### src/rtl/interconn_arbiter.sv
// rtl/interconn_arbiter.sv - per-destination round-robin burst arbiter for the MVU interconnect
// Each destination locks to one requester for a whole burst; send_* follow an accepted beat by one cycle.
module interconn_arbiter #(
    parameter int N     = 8,
    parameter int W     = 64,
    parameter int BADDR = 15,
    parameter int DW    = 3
) (
    input  logic               clk,
    input  logic               clr_n,
    input  logic [N-1:0]       req_valid,
    input  logic [N-1:0]       req_last,
    input  logic [N*DW-1:0]    req_dest,
    input  logic [N*BADDR-1:0] req_addr,
    input  logic [N*W-1:0]     req_word,
    output logic [N-1:0]       req_ready,
    output logic [N*N-1:0]     send_to,
    output logic [N-1:0]       send_en,
    output logic [N*BADDR-1:0] send_addr,
    output logic [N*W-1:0]     send_word,
    output logic [N-1:0]       dest_busy
);

    logic [N-1:0]  r_locked;
    logic [DW-1:0] r_owner [N];
    logic [DW-1:0] r_rr    [N];

    logic [N-1:0]  w_locked_nxt;
    logic [DW-1:0] w_owner_nxt [N];
    logic [DW-1:0] w_rr_nxt    [N];
    logic [DW-1:0] w_dest      [N];
    logic [N-1:0]  w_is_owner;
    logic [N-1:0]  w_req_to    [N];
    logic [N-1:0]  w_found;
    logic [DW-1:0] w_pick      [N];
    logic [N-1:0]  w_accept;

    always_comb begin
        for (int r = 0; r < N; r++) begin
            w_dest[r] = req_dest[r*DW +: DW];
        end
    end

    // A requester already holding a lock may not compete for any other destination.
    always_comb begin
        w_is_owner = '0;
        for (int d = 0; d < N; d++) begin
            for (int r = 0; r < N; r++) begin
                if (r_locked[d] && (r_owner[d] == DW'(r))) begin
                    w_is_owner[r] = 1'b1;
                end
            end
        end
    end

    always_comb begin
        for (int d = 0; d < N; d++) begin
            w_req_to[d] = '0;
            for (int r = 0; r < N; r++) begin
                w_req_to[d][r] = req_valid[r] && (w_dest[r] == DW'(d)) && !w_is_owner[r];
            end
        end
    end

    always_comb begin
        int            idx;
        logic [DW-1:0] w_idx;
        idx   = 0;
        w_idx = '0;
        for (int d = 0; d < N; d++) begin
            w_found[d] = 1'b0;
            w_pick[d]  = '0;
            for (int i = 0; i < N; i++) begin
                idx = int'(r_rr[d]) + i;
                if (idx >= N) begin
                    idx = idx - N;
                end
                w_idx = DW'(idx);
                if (!w_found[d] && w_req_to[d][w_idx]) begin
                    w_found[d] = 1'b1;
                    w_pick[d]  = w_idx;
                end
            end
        end
    end

    always_ff @(posedge clk or negedge clr_n) begin
        if (!clr_n) begin
            r_locked <= '0;
            for (int d = 0; d < N; d++) begin
                r_owner[d] <= '0;
                r_rr[d]    <= '0;
            end
        end else begin
            r_locked <= w_locked_nxt;
            r_owner  <= w_owner_nxt;
            r_rr     <= w_rr_nxt;
        end
    end

    always_comb begin
        w_locked_nxt = r_locked;
        w_owner_nxt  = r_owner;
        w_rr_nxt     = r_rr;
        for (int d = 0; d < N; d++) begin
            if (r_locked[d]) begin
                if (w_accept[r_owner[d]] && req_last[r_owner[d]]) begin
                    w_locked_nxt[d] = 1'b0;
                    w_rr_nxt[d]     = (r_owner[d] == DW'(N-1)) ? '0 : r_owner[d] + 1'b1;
                end
            end else if (w_found[d]) begin
                w_locked_nxt[d] = 1'b1;
                w_owner_nxt[d]  = w_pick[d];
            end
        end
    end

    always_comb begin
        req_ready = '0;
        for (int d = 0; d < N; d++) begin
            if (r_locked[d] && req_valid[r_owner[d]] && (w_dest[r_owner[d]] == DW'(d))) begin
                req_ready[r_owner[d]] = 1'b1;
            end
        end
    end

    assign w_accept  = req_valid & req_ready;
    assign dest_busy = r_locked;

    always_ff @(posedge clk or negedge clr_n) begin
        if (!clr_n) begin
            send_to   <= '0;
            send_en   <= '0;
            send_addr <= '0;
            send_word <= '0;
        end else begin
            send_en <= w_accept;
            for (int r = 0; r < N; r++) begin
                for (int d = 0; d < N; d++) begin
                    send_to[r*N+d] <= w_accept[r] && (w_dest[r] == DW'(d));
                end
                if (w_accept[r]) begin
                    send_addr[r*BADDR +: BADDR] <= req_addr[r*BADDR +: BADDR];
                    send_word[r*W +: W]         <= req_word[r*W +: W];
                end
            end
        end
    end

endmodule

### config.mk
export PLATFORM = sky130hd
export DESIGN_NAME = interconn_arbiter
export DESIGN_NICKNAME = d
export VERILOG_FILES = /design/src/rtl/interconn_arbiter.sv
export SDC_FILE = /design/constraint.sdc
export NUM_CORES = 1
export LEC_CHECK = 0
export ABC_CLOCK_PERIOD_IN_PS = 6300
export BUFFER_PORTS_ARGS = -buffer_cell sky130_fd_sc_hd__buf_2
export CELL_PAD_IN_SITES_DETAIL_PLACEMENT = 1
export CELL_PAD_IN_SITES_GLOBAL_PLACEMENT = 1
export CORE_AREA = 2 2 545 547
export CTS_CLUSTER_DIAMETER = 60
export DETAILED_ROUTE_END_ITERATION = 12
export DIE_AREA = 0 0 547 549
export GPL_TIMING_DRIVEN = 0
export PLACE_DENSITY_LB_ADDON = 0.1
export SETUP_SLACK_MARGIN = 0.5
export SLEW_MARGIN = 20
export SYNTH_ARGS = -nofsm -noshare
export SYNTH_HDL_FRONTEND = slang
export SYNTH_SLANG_ARGS = --single-unit
### constraint.sdc
create_clock -name clk -period 6.3 [get_ports clk]
set_clock_uncertainty 0.05 [all_clocks]
set_input_delay 0.945 -clock clk [delete_from_list [all_inputs] [get_ports clk]]
set_output_delay 0.945 -clock clk [all_outputs]
set_load 0.005 [all_outputs]
==> impl_metrics.toml <==
[final_layout]
synthToLayoutAreaGrowth_pct = 42.3
fin_util_pct = 19.3
nets = 5871
nFillCells = 34013
drive_gt1_share_pct = 46.7
multi_input_area_mm2 = 0.0199
seq_area_mm2 = 0.0190
instances_no_fill = 9265

[timing]
period_share_pct = 91.4
grt_setup_unrepaired = "yes"
worst_pin_slew_ns = 1.12
fin_crit_ns = 5.76
slew_violations = 0
whs_ns = 0.321
hold_viol_final = 0
fmax_mhz = 174
relSlewSlack_pct = 25.4
setup_viol = 0
setup-tns-final_ns = 0

[global_routing]
grt_max_degree = 113
grt.overflow.total = 0
grt_first_pass_wirelength_mm = 414
grt_pass1_vias = 39917
grt_antenna_before_repair = 240
grt_usage_pct = 20.6

[power]
switchingPower_w = 0.0163
power_leakage_nw = 25.7
power.total_w = 0.0349
p_sw_share_pct = 46.7
clockPowerShare_pct = 20.0
power_frac_comb_pct = 54.9
intPower_w = 0.0186
ir_drop_v = 0.000237
pwr-share-seq_pct = 25.1
power_density_mw_per_mm2 = 612

[synth]
synth_ff_type = "dfrtp_1"
ys_warn_count = 0
synth_fp_nets = 4335
synth_area_leader_cell = "dfrtp_1"
yosys.area_share.simple_pct = 14.8
synth_seq_cells = 760
avgSynthCellArea_um2 = 11.1
synth.area.top_cells = "dfrtp_1, mux2_2, nand2_1, mux4_2, mux2i_1"
synthMuxAreaShare_pct = 21.8
seq_area_frac_synth_pct = 47.5
syn_area_mm2 = 0.0400
ys_types = 102
synthXorXnorAreaFrac_pct = 0.591
synth_fa_ha_area_share_pct = 2.00
synth_cells = 3597
synth_top_family_by_area = "multiplexers"
synth_edf_count = 0
synth-compound-area-share_pct = 9.82
async_flop_share_pct = 100
synth_top_area_share_pct = 47.5

[outcome]
status = "completed"

[clocking]
insertion_delay_ns = 0.76
htree_levels = 3
cts_root_buf = "clkbuf_16"
cts_buffers = 119
cts_buffer_depth = 3
clock-sinks = 760
cts_tree = "done"
clkTransAtPathRegs_ns = 0.06

[die]
die_area_mm2 = 0.300
dieHeight_um = 549
core-area_mm2 = 0.295
io_pins = 1394
chipWidth_um = 547
initial_core_util_pct = 13.6
row_count = 200

[detailed_routing]
dr.first_iter.drc_count = 2657
drc = 0
dr.pass1.iters = 5
antenna_left = 0
drt_wl_total_mm = 320
avgRoutedWirePerCell_um = 34.6
via_count = 38831
viasPerCell = 4.19

[worst_setup_path]
required_ns = 5.30
r2r-start = "dest_busy[1]"
startpoint = "req_dest[15]"
critical_path.max_fanout = 10
critPathKind = "primary input to output port"
critPathLaunchType = "primary input"
cp.arrival_ns = 4.76
crit_path_end_kind = "output port"

[placed_design]
dpl.hpwl_mm = 273
place_inst = 8942
port_buffers = 1387
gp_congestion = 0.918

[min_path]
worstHoldPathType = "primary input to flip-flop"
min-delay-start = "req_word[150]"

[job]
maxCapViolCount = 0
-- registers in the layout (all words and copies together) (netlist names) --
register,flops
send_to,64
r_owner,24
r_rr,24
send_en,8
dest_busy,8
send_word,512
send_addr,120
-- Yosys cell counts, types with 15 or more instances --
cell	instances
nor3b_1	21
mux2i_1	82
a21oi_1	79
clkinv_1	18
a311oi_1	23
buf_2	38
a22oi_1	16
nand3b_1	29
nand4_1	53
nor2_1	126
or2_2	15
o31ai_1	20
nand2_1	388
nand3_1	104
o32ai_1	16
mux2_2	581
and3_1	21
nor2b_1	31
a211oi_1	27
dfrtp_1	760
nand2b_1	35
o211ai_1	15
and4_1	23
or4_1	20
and2_1	28
nor3_1	101
nor4_1	58
ha_1	64
a31oi_1	42
xnor2_1	16
mux4_2	56
o21ai_0	75
o22ai_1	18
clkbuf_1	188
inv_1	88
a21o_1	15
or3_1	19
-- layout by cell type, fill, tap and decap left out, drive strengths merged, types with 25 or more instances in the layout --
master,synthesis,final
buf,53,1469
dfrtp,760,760
mux2,588,588
nand2,388,388
clkbuf,189,354
nor2,128,128
inv,91,107
nand3,104,104
nor3,102,102
diode,0,94
mux2i,82,82
a21oi,79,79
o21ai,76,76
ha,64,64
nor4,63,63
mux4,56,56
nand4,54,54
a31oi,42,42
clkinv,18,36
nand2b,35,35
nor2b,31,31
nand3b,30,30
and2,30,30
a211oi,28,28
a311oi,25,25
-- path summary, 6_finish.rpt --
path	endpoint	slack (ns)	depth (start not counted)
max in group asynchronous	send_word[413]	3.54	5
setup reg to reg	r_owner[6]	0.66	11
hold / removal	send_word[150]	0.32	3
setup / recovery	req_ready[4]	0.54	12
min in group asynchronous	send_word[230]	0.65	2
hold reg to reg	send_word[188]	0.41	2
-- logic make-up (layout without fill, tap and decap cells) --
logic type	count (synthesis)	in the layout
adder cells (fa/ha/maj)	64	64
multiplexers	726	726
AO/OA/AOI/OAI	535	535
buffers and inverters	351	1986
flip-flops	760	760
other	0	94
AND/OR/NAND/NOR	1134	1134
XOR/XNOR	27	27
-- power groups by stage --
stage / combinational, W / clock [W] / sequential, W
floorplan: 0.00957 / 0 / 0.00858
global placement: 0.0192 / 0 / 0.00879
detailed placement: 0.0193 / 0 / 0.00882
CTS: 0.0194 / 0.00724 / 0.00876
global route: 0.0204 / 0.00740 / 0.00906
finish: 0.0191 / 0.00698 / 0.00875
-- what timing repair did --
action,4_1_cts,5_1_grt
buffers inserted,2,7
hold buffers,1,0
endpoints found under the setup margin,23,26
pin swaps,2,3
endpoints found under the hold margin,5,0
gates resized for setup,42,31
gates cloned,0,0
-- worst max-delay path, stage by stage --
cell      delay (ns)
buf_2           0.21
clkbuf_1        0.71
nor2b_1         0.10
o32ai_1         0.56
a32oi_1         0.26
nand4_1         0.44
o31ai_4         0.25
nor2_2          0.28
buf_4           0.36
buf_4           0.38
inv_1           0.08
buf_2           0.14
-- metal layers --
layer / GRT usage [%] / share of wire (%)
met3: 7.12 / 8.2
met1: 24.2 / 40
met5: 0 / 0.35
met2: 35.8 / 49
met4: 4.46 / 2.6
-- layout make-up --
cell class / count / share of cell area [%]
clock inverters: 53 / 1.22
clock buffers: 167 / 5.95
well taps: 3939 / 8.65
plain buffers: 241 / 1.84
repair buffers: 1416 / 12.9
inverters: 109 / 0.734
flip-flops and latches: 760 / 33.4
multi-input cells: 2486 / 34.9
diodes: 94 / 0.413
-- stage by stage --
stage	setup WS [ns]	cell area, um^2
2_1_floorplan	1.76	40000
3_3_place_gp	-15.74	51900
3_5_place_dp	-0.725	52300
4_1_cts	0.354	56600
5_1_grt	0.489	56800
6_report	0.545	56900
No activity file was read; power rests on OpenSTA's default activity.
